==> src/rtl/dual_fifo_merge.sv <==
// Two independent valid/ready FIFOs merged onto one output port.
// Round-robin arbitration applies when both FIFOs hold data.
module dual_fifo_merge #(
  parameter int WIDTH = 16,
  parameter int DEPTH = 4
) (
  input  logic                       clk,
  input  logic                       reset,
  input  logic [WIDTH-1:0]           in0_data,
  input  logic                       in0_valid,
  output logic                       in0_ready,
  input  logic [WIDTH-1:0]           in1_data,
  input  logic                       in1_valid,
  output logic                       in1_ready,
  output logic [WIDTH-1:0]           out_data,
  output logic                       out_valid,
  input  logic                       out_ready,
  output logic                       out_src,
  output logic [$clog2(DEPTH):0]     count0,
  output logic [$clog2(DEPTH):0]     count1
);

  localparam int PW = $clog2(DEPTH);
  localparam int CW = PW + 1;
  localparam logic [CW-1:0] FULL = CW'(DEPTH);

  logic [WIDTH-1:0] mem0_q [DEPTH];
  logic [WIDTH-1:0] mem0_d [DEPTH];
  logic [WIDTH-1:0] mem1_q [DEPTH];
  logic [WIDTH-1:0] mem1_d [DEPTH];
  logic [PW-1:0]    wptr0_q, wptr0_d, rptr0_q, rptr0_d;
  logic [PW-1:0]    wptr1_q, wptr1_d, rptr1_q, rptr1_d;
  logic [CW-1:0]    cnt0_q, cnt0_d, cnt1_q, cnt1_d;
  logic             last_grant_q, last_grant_d;

  logic             grant;
  logic             push0, push1, pop, pop0, pop1;

  // Arbitration and handshakes, all from registered state only
  always_comb begin
    if ((cnt0_q != '0) && (cnt1_q != '0)) grant = ~last_grant_q;
    else if (cnt0_q != '0)                grant = 1'b0;
    else if (cnt1_q != '0)                grant = 1'b1;
    else                                  grant = last_grant_q;
  end

  assign in0_ready = (cnt0_q != FULL);
  assign in1_ready = (cnt1_q != FULL);
  assign out_valid = (cnt0_q != '0) || (cnt1_q != '0);
  assign out_src   = grant;
  assign out_data  = !out_valid ? '0 : (grant ? mem1_q[rptr1_q] : mem0_q[rptr0_q]);
  assign count0    = cnt0_q;
  assign count1    = cnt1_q;

  assign push0 = in0_valid && in0_ready && !reset;
  assign push1 = in1_valid && in1_ready && !reset;
  assign pop   = out_valid && out_ready;
  assign pop0  = pop && !grant;
  assign pop1  = pop && grant;

  always_comb begin
    mem0_d = mem0_q;
    mem1_d = mem1_q;
    if (push0) mem0_d[wptr0_q] = in0_data;
    if (push1) mem1_d[wptr1_q] = in1_data;
  end

  // Pointers wrap naturally because DEPTH is a power of two
  always_comb begin
    wptr0_d      = push0 ? wptr0_q + PW'(1) : wptr0_q;
    wptr1_d      = push1 ? wptr1_q + PW'(1) : wptr1_q;
    rptr0_d      = pop0  ? rptr0_q + PW'(1) : rptr0_q;
    rptr1_d      = pop1  ? rptr1_q + PW'(1) : rptr1_q;
    cnt0_d       = cnt0_q + CW'(push0) - CW'(pop0);
    cnt1_d       = cnt1_q + CW'(push1) - CW'(pop1);
    last_grant_d = pop ? grant : last_grant_q;
  end

  always_ff @(posedge clk) begin
    mem0_q <= mem0_d;
    mem1_q <= mem1_d;
  end

  // Storage is left alone on reset; clearing the pointers discards it
  always_ff @(posedge clk) begin
    if (reset) begin
      wptr0_q      <= '0;
      rptr0_q      <= '0;
      wptr1_q      <= '0;
      rptr1_q      <= '0;
      cnt0_q       <= '0;
      cnt1_q       <= '0;
      last_grant_q <= 1'b1;
    end else begin
      wptr0_q      <= wptr0_d;
      rptr0_q      <= rptr0_d;
      wptr1_q      <= wptr1_d;
      rptr1_q      <= rptr1_d;
      cnt0_q       <= cnt0_d;
      cnt1_q       <= cnt1_d;
      last_grant_q <= last_grant_d;
    end
  end

endmodule

==> config.mk <==
export PLATFORM = sky130hd
export DESIGN_NAME = dual_fifo_merge
export DESIGN_NICKNAME = d
export VERILOG_FILES = /design/src/rtl/dual_fifo_merge.sv
export SDC_FILE = /design/constraint.sdc
export NUM_CORES = 1
export LEC_CHECK = 0
export ABC_AREA = 1
export CAP_MARGIN = 10
export CORE_MARGIN = 4
export CORE_UTILIZATION = 37
export CTS_CLUSTER_DIAMETER = 200
export DETAILED_ROUTE_END_ITERATION = 8
export SLEW_MARGIN = 20
export SYNTH_ARGS = -nofsm -noshare
export SYNTH_HDL_FRONTEND = slang
export SYNTH_SLANG_ARGS = --single-unit
==> constraint.sdc <==
create_clock -name clk -period 2.25 [get_ports clk]
set_input_delay 0.225 -clock clk [delete_from_list [all_inputs] [get_ports clk]]
set_output_delay 0.225 -clock clk [all_outputs]
set_load 0.005 [all_outputs]
# [Word level (Yosys, flattened, before mapping)]
# Cells that the tools add are included.
[totals] reg_bits=143 in_bits=37 output_inout_bits=26 word_cells=68
[op_classes] n_addsub=8 magnitude_cmp=6 n_eq_ne=2 mux=17 n_bitwise=5 reduce_logical=15
[ops] cell="bitwise mux 64 bit" count=2
[ops] cell="two-way mux 16 bit" count=8
[ops] cell="binary-select mux 16 bit (select 2 bit)" count=2
[ops] cell="demux 16 bit (select 2 bit)" count=2
[ops] cell="greater-or-equal comparator 3 bit, second input constant" count=4
[ops] cell="NOT 2 -> 3 bit" count=4
[ops] cell="logical AND 1 bit" count=10
[ops] cell="adder 2 x 1 -> 2 bit, second input constant" count=4
[ops] cell="adder 3 x 1 -> 3 bit" count=2
[ops] cell="< comparator 3 x 1 -> 1 bit, second input constant" count=2
[ops] cell="inequality test 3 bit, second input constant" count=2
[ops] cell="nonzero test 3 bit" count=2
[ops] cell="subtractor 3 x 1 -> 3 bit" count=2
[ops] cell="two-way mux 1 bit" count=3
[ops] cell="zero test 1 bit" count=2
[ops] cell="logical OR 1 bit" count=1
[ops] cell="NOT 1 bit" count=1

# [Logic depth before layout (Yosys ltp)]
[depth] depth_word=7 depth_mapped=12 depth_no_buf=12

# [Least setup slack after synthesis]
# OpenSTA, ideal clock, no wires.
[synth_path] path_kind="reg2reg" startpoint="register cnt0_q[1], in the netlist count0[1]" endpoint="register cnt0_q[2], in the netlist count0[2]" setup_time_ns=0.116 arrival_ns=1.848 t_required_ns=2.134 setup_slack_ns=0.286 stages_incl_launch_ff=13 path_buffers=0 period_less_slack_ns=1.964 path_cell_list="dfxtp_1 > nor2_2 > nand2_2 > inv_1 > nand2_2 > nand2_1 > nor2_2 > ha_1 > inv_1 > ha_1 > fa_1 > xor2_1 > nor2_1"
[synth_between] elab_chain_cells=6 word_cells_on_any_way=13 cone_classes="add/sub: 2; eq/ne: 1; mux: 2; reduce/logical: 8"
[synth_rtl] item="start, declared" line="33" source="logic [CW-1:0] cnt0_q, cnt0_d, cnt1_q, cnt1_d;"
[synth_rtl] item="start signal, assigned" line="99" source="cnt0_q <= cnt0_d;"
[synth_rtl] item="nonzero test 3 bit (*)" line="41, 42, 49"
[synth_rtl] item="two-way mux 1 bit / logical AND 1 bit (equally long branches)" line="42, 41"
[synth_rtl] item="two-way mux 1 bit" line="41" source="if ((cnt0_q != '0) && (cnt1_q != '0)) grant = ~last_grant_q;"
[synth_rtl] item="zero test 1 bit" line="58" source="assign pop0 = pop && !grant;"
[synth_rtl] item="logical AND 1 bit (*)" line="58"
[synth_rtl] item="via pop0" line="37" source="logic push0, push1, pop, pop0, pop1;"
[synth_rtl] item="subtractor 3 x 1 -> 3 bit (*)" line="74" source="cnt0_d = cnt0_q + CW'(push0) - CW'(pop0);"
# Mark *: on every way through the listed nets, which the timed path passes. The rest lies on a longest branch.
# A chain may end at the register's enable or synchronous reset.

# [Final worst setup path]
[layout_path] startpoint="register cnt1_q[1], in the netlist count1[1]" endpoint="register cnt0_q[1], in the netlist count0[1]"
[layout_between] elab_chain_cells=7 word_cells_on_any_way=10 cone_classes="add/sub: 1; mux: 3; reduce/logical: 6"
[layout_rtl] item="start, declared" line="33"
[layout_rtl] item="start signal, assigned" line="100" source="cnt1_q <= cnt1_d;"
[layout_rtl] item="nonzero test 3 bit (*)" line="41, 43, 49"
[layout_rtl] item="two-way mux 1 bit" line="43" source="else if (cnt1_q != '0) grant = 1'b1;"
[layout_rtl] item="two-way mux 1 bit" line="42" source="else if (cnt0_q != '0) grant = 1'b0;"
[layout_rtl] item="two-way mux 1 bit" line="41"
[layout_rtl] item="zero test 1 bit" line="58"
[layout_rtl] item="logical AND 1 bit (*)" line="58"
[layout_rtl] item="via pop0" line="37"
[layout_rtl] item="subtractor 3 x 1 -> 3 bit (*)" line="74"
[layout_rtl] item="via cnt0_d[1]" line="33"
# Marks and branches as above.

==> results.sh <==
export IMPL_seqCellArea_mm2=0.00416
export IMPL_reg2reg_depth=13
export IMPL_hold_path_class="input pin to flop"
export IMPL_rsz0062_at_grt="false"
export IMPL_drtIter0Drc=267
export IMPL_drtPass1Iterations=4
export IMPL_grt_antenna_before_repair=0
export IMPL_critPathSlowestCell="fa_2"
export IMPL_initial_core_util_pct=38.1
export IMPL_drv_cap=0
export IMPL_fin_skew_ns=0.00863
export IMPL_fin_crit_sh_pct=95.0
export IMPL_clk_pin_slew_ns=0.05
export IMPL_port_buffers=62
export IMPL_worstSetupPathType="flop to flop"
export IMPL_fin_util_pct=48.2
export IMPL_first_global_vias=4122
export IMPL_hold_depth=1
export IMPL_cts_buffers=17
export IMPL_cp_required_ns=2.56
export IMPL_cts_sinks=143
export IMPL_cts_tree="done"
export IMPL_irDropWorstVdd_mv=0.631
export IMPL_pwr_density_cell_mw_per_mm2=1300
export IMPL_wl_per_cell_um=15.3
export IMPL_fillers=1454
export IMPL_ys_types=25
export IMPL_place_ws_ns=0.165
export IMPL_gp_congestion=0.830
export IMPL_yosysWarnings=0
export IMPL_setup_ws_ns=0.113
export IMPL_start_kind="flop"
export IMPL_ys_ff_latch=143
export IMPL_synth_nets=592
export IMPL_p_leak_nw=3.00
export IMPL_postRouteAntennaNets=0
export IMPL_die_w_um=136
export IMPL_dieArea_mm2=0.0186
export IMPL_grtUsageTotal_pct=15.0
export IMPL_multi_input_area_mm2=0.00169
export IMPL_vias=4091
export IMPL_worstPathMaxFanout=8
export IMPL_hpwlAfterDp_um=8760
export IMPL_ios=63
export IMPL_slew_limit_headroom_pct=81.6
export IMPL_grt_first_pass_wirelength_um=20900
export IMPL_path_delay_family="adder cells"
export IMPL_gr_total_overflow=0
export IMPL_diodes=0
export IMPL_hold_buffers=0
export IMPL_row_count=46
export IMPL_ys_seq_area_share_pct=67.9
export IMPL_hold_worst_slack_ns=0.440
export IMPL_end_kind="flop"
export IMPL_syn_cell_area_mm2=0.00610
export IMPL_cp_depth=13
export IMPL_drcViolationCount=0
export IMPL_tightest_slew_ns=0.276
export IMPL_syn_area_per_cell_um2=11.3
export IMPL_final_setup_viol_count=0
export IMPL_htreeDepth=4
export IMPL_slowest_delay_ns=0.43
export IMPL_core_mm2=0.0160
export IMPL_period_minus_slack_ns=2.14
export IMPL_grt_max_degree=23
export IMPL_viasPerCell=4.75
export IMPL_outcome="complete, no violations"
export IMPL_area_growth_syn_to_layout_pct=26.4
export IMPL_cts_root_buf="clkbuf_16"
export IMPL_worst_skew_pair_late_latency_ns=0.41
export IMPL_nets=684
export IMPL_crit_chain="nor2_4, nand2_2, nand2_2, nand2_4, buf_4, buf_6, nor2_4, ha_1, inv_1, ha_1, fa_2, inv_1, nor2_1"
export IMPL_clockBufferDepth=2
export IMPL_die_y_um=136
export IMPL_critPathBufInv=4
export IMPL_drive_gt1_share_pct=15.3
export IMPL_netlist_instances=541
export IMPL_final_max_slew_viol_count=0
export IMPL_cp_data_arrival_time_ns=2.45
export IMPL_postRouteWirelength_um=13200
export IMPL_hold_viol_final=0
export IMPL_fmax_mhz=468
[area by class of cell]
cell class	instances	area share, %
clock inverter	9	1.23
inverter	32	1.59
tap	216	3.50
timing repair buffer	98	12.1
multi-input combinational	341	21.9
sequential	143	53.9
clock buffer	23	5.81
[metal layers]
| layer | up-vias | routed length (µm) | GRT usage (%) |
|---|---|---|---|
| met2 | 101 | 6440 | 24.1 |
| met5 | - | 0 | 0 |
| met1 | 1957 | 5560 | 18.7 |
| met4 | 0 | 164 | 6.05 |
| met3 | 10 | 1020 | 5.11 |
| li1 | 2023 | - | - |
[logic make-up after synthesis]
kind of cell / count (synthesis) / share of synthesized area [%]
and+or+nand+nor: 265 / 18.2
DFF: 143 / 67.9
adders and majority gates: 14 / 3.12
xor gates and xnor gates: 6 / 0.861
AOI/OAI and AO/OA: 56 / 5.00
buffers and inverters: 57 / 4.88
[worst reg2reg max path, stage by stage (launching register included)]
cell and delay [ns]:
dfxtp_2 0.35, nor2_4 0.12, nand2_2 0.06, nand2_2 0.08
nand2_4 0.07, buf_4 0.13, buf_6 0.13, nor2_4 0.12
ha_1 0.23, inv_1 0.06, ha_1 0.16, fa_2 0.43
inv_1 0.06, nor2_1 0.03
[placed cells by master, fill, tap and decap left out, types with 2 or more instances in the layout]
cell type        synthesis  final
nand3_1                 37     37
ha_1                    12     12
dfxtp_2                  0      6
inv_2                    3      3
clkdlybuf4s50_1          0     46
edfxtp_1               128    128
dlygate4sd2_1            0     14
clkbuf_16                0     17
buf_6                    4      4
dfxtp_1                 15      8
a21oi_1                  3      3
nor2_4                   0      3
clkinv_2                 0      4
clkbuf_1                 0      6
nor2_2                   4      5
xor2_1                   6      6
nor2_1                  90     86
nand2_2                 14     15
nand2_1                116    115
inv_1                   28     27
buf_4                    7     29
nand3_2                  3      3
clkinv_1                 1      3
dlymetal6s2s_1           0      2
o21ai_0                 35     35
o22ai_1                 16     16
bufinv_16                0      2
[registers in the layout, indices dropped and copies added, names as in the netlist]
register      count
rptr1_q           2
count1            3
wptr0_q           2
rptr0_q           2
wptr1_q           2
last_grant_q      1
mem0_q           64
mem1_q           64
count0            3
[through the flow]
stage / cells / TNS (ns) / total power [mW] / area [µm²]
6_report: 862 / 0 / 10.0 / 7710
5_1_grt: 862 / 0 / 10.8 / 7710
4_1_cts: 861 / -0.108 / 10.1 / 7660
3_5_place_dp: 824 / 0 / 7.44 / 7050
3_3_place_gp: 824 / 0 / 7.39 / 7050
2_1_floorplan: 541 / 0 / 5.75 / 6100
[what timing repair did]
action,CTS,global route
gates resized for setup,26,16
setup buffers,4,1
gates cloned,1,0
endpoints found under the setup margin,16,9
pin swaps,1,3
[power breakdown]
part           switching (mW)  internal [mW]
Combinational            2.38           1.81
Sequential              0.159           3.13
Clock                   0.959           1.61
[cells in the mapped netlist]
library cell    n  area [µm²]
buf_4           7        52.6
o211ai_1        1        7.51
nand2_4         1        11.3
fa_1            2        40.0
buf_2          10        50.1
nand2_2        14        87.6
nor2_1         90         338
dfxtp_1        15         300
nor2_2          4        25.0
buf_8           1        15.0
clkbuf_2        3        15.0
clkinv_1        1        3.75
xor2_1          6        52.6
nand3_2         3        30.0
edfxtp_1      128        3840
nand2_1       116         435
inv_2           3        11.3
buf_6           4        45.0
ha_1           12         150
nand3_1        37         185
o22ai_1        16         100
a21oi_1         3        15.0
o21ai_0        35         175
inv_1          28         105
a211oi_1        1        7.51
[final timing paths]
kind / start / endpoint / slack, ns
worst max register to register: count1[1]$_SDFF_PP0_ / count0[1]$_SDFF_PP0_ / 0.11
worst min-delay path: in0_data[11] / mem0_q[59]$_DFFE_PP_ / 0.44
worst min register to register: wptr1_q[1]$_SDFFE_PP0P_ / wptr1_q[1]$_SDFFE_PP0P_ / 0.53
worst max-delay path: count1[1]$_SDFF_PP0_ / count0[1]$_SDFF_PP0_ / 0.11
Note: power is estimated with default switching activity, not from simulation.
==> patch, RTL diff (config.mk and constraints unchanged) <==
The parameter `DEPTH` goes from 4 to 8.
--- a/src/rtl/dual_fifo_merge.sv
+++ b/src/rtl/dual_fifo_merge.sv
@@ -2,7 +2,7 @@
 // Round-robin arbitration applies when both FIFOs hold data.
 module dual_fifo_merge #(
   parameter int WIDTH = 16,
-  parameter int DEPTH = 4
+  parameter int DEPTH = 8
 ) (
   input  logic                       clk,
   input  logic                       reset,
Ports: changed (resized count0 and count1); port bits go from 63 to 65. The function was not compared with the original's and may differ.
==> patch against the unedited design <==
  * The run now ends with setup timing left
  * Hold slack worse by 0.038 ns
  * Power is 89% higher
  * Area after synthesis is 98% higher
  * Count of clock-buffer cells in the layout is 19 higher
  * Combinational power is 100% higher
  * Sequential cell count is 134 higher
  * First-iteration DRC count is 110% higher
  * Via count is 110% higher
  * Maximum frequency is 12% lower
  * Design area is 100% higher
  * Setup slack worse by 0.28 ns
  * Wire length is 130% higher
  * Highest routed layer unchanged
==> patch: results (changes against the unedited design) <==
Routed met2 length -> 14.55 mm (+130%)
startpoint-to-endpoint class of the critical path -> flip-flop to output pin
layout filler cell count -> 2,822 (+94%)
failing checks -> setup timing
final setup TNS -> -2.191 ns (-2.191 ns)
number of global-route vias before repair -> 8,452 (+110%)
run status -> finished, violations left
peak supply drop -> 0.0008516 V (+35%)
crit path setup slack, layout -> -0.1704 ns (-0.2832 ns)
final setup fails -> 21 (+21)
drt via density -> 4.731 (-0.32%)
largest driver fanout on the critical path -> 4 (-4)
pin count of the biggest net entering global routing -> 44 (+91%)
fraction of layout cells with a size suffix above 1 -> 18.61% (+3.3 points)
global-route usage over all layers -> 16.72% (+1.7 points)
part of the total power dissipated in sequential elements -> 31.5% (-1.2 points)
Cell Count Post-Placement -> 1,698 (+110%)
DP HPWL -> 18.36 mm (+110%)
Vias -> 8,444 (+110%)
Pwr per Cell Area -> 1219 mW/mm^2 (-6.4%)
CTS Buf Count -> 30 (+13)
number of instances in the synthesized netlist -> 1,175 (+120%)
violation count after the first detailed-route iteration -> 574 (+110%)
highest-delay cell along the critical path -> dfxtp_2
internal power -> 12.29 mW (+88%)
routability congestion estimate from global placement -> 0.8347 (+0.61%)
pre-CTS setup slack -> -0.1792 ns (-0.3439 ns)
## patch: layout make-up
cell class	count	area (sq um)	share of cell area, %
Timing Repair Buffer	173	1861	11.91
Multi-Input combinational cell	680	3580	22.92
Sequential cell	277	8115	51.96
Clock buffer	42	795.8	5.095
Antenna cell	1	2.502	0.01602
Tap cell	435	544.3	3.485
Clock inverter	12	96.34	0.6168
Inverter	165	624.3	3.997
## patch: path summary, 6_finish.rpt
check	endpoint	start	cells after the start	slack, ns
hold / removal	wptr1_q[1]$_SDFFE_PP0P_	in1_valid	4	0.40
setup / recovery	out_data[9]	count1[2]$_SDFF_PP0_	10	-0.17
hold reg to reg	wptr0_q[0]$_SDFFE_PP0P_	wptr0_q[0]$_SDFFE_PP0P_	2	0.49
setup reg to reg	count1[1]$_SDFF_PP0_	count1[2]$_SDFF_PP0_	15	-0.10
## patch: critical path: cells and delay by family (launching register included)
| family | cells | cell delay [ns] |
|---|---|---|
| buffers and inverters | 5 | 0.65 |
| AO/OA/AOI/OAI | 2 | 0.35 |
| flip-flops | 1 | 0.32 |
| AND/OR/NAND/NOR | 2 | 0.17 |
| adder cells (fa/ha/maj) | 1 | 0.14 |
## patch: metal layers
| metal | GRT usage, % | up-vias |
|---|---|---|
| li1 | - | 4140 |
| met1 | 22.78 | 4027 |
| met4 | 5.605 | 0 |
| met2 | 27.51 | 230 |
| met3 | 2.612 | 47 |
| met5 | 0 | - |
## patch: cell families after synthesis
logic type	synth area share, %
fa+ha+maj	1.986
buf+inv	7.561
simple gates	21.46
flops	67.03
compound gates	1.676
xor+xnor	0.2896
## patch: timing repair
item | CTS | global route
setup endpoints to repair | 25 | 34
gates cloned | 1 | 2
buffers inserted | 23 | 8
pin swaps | 29 | 22
gates resized for setup | 165 | 44
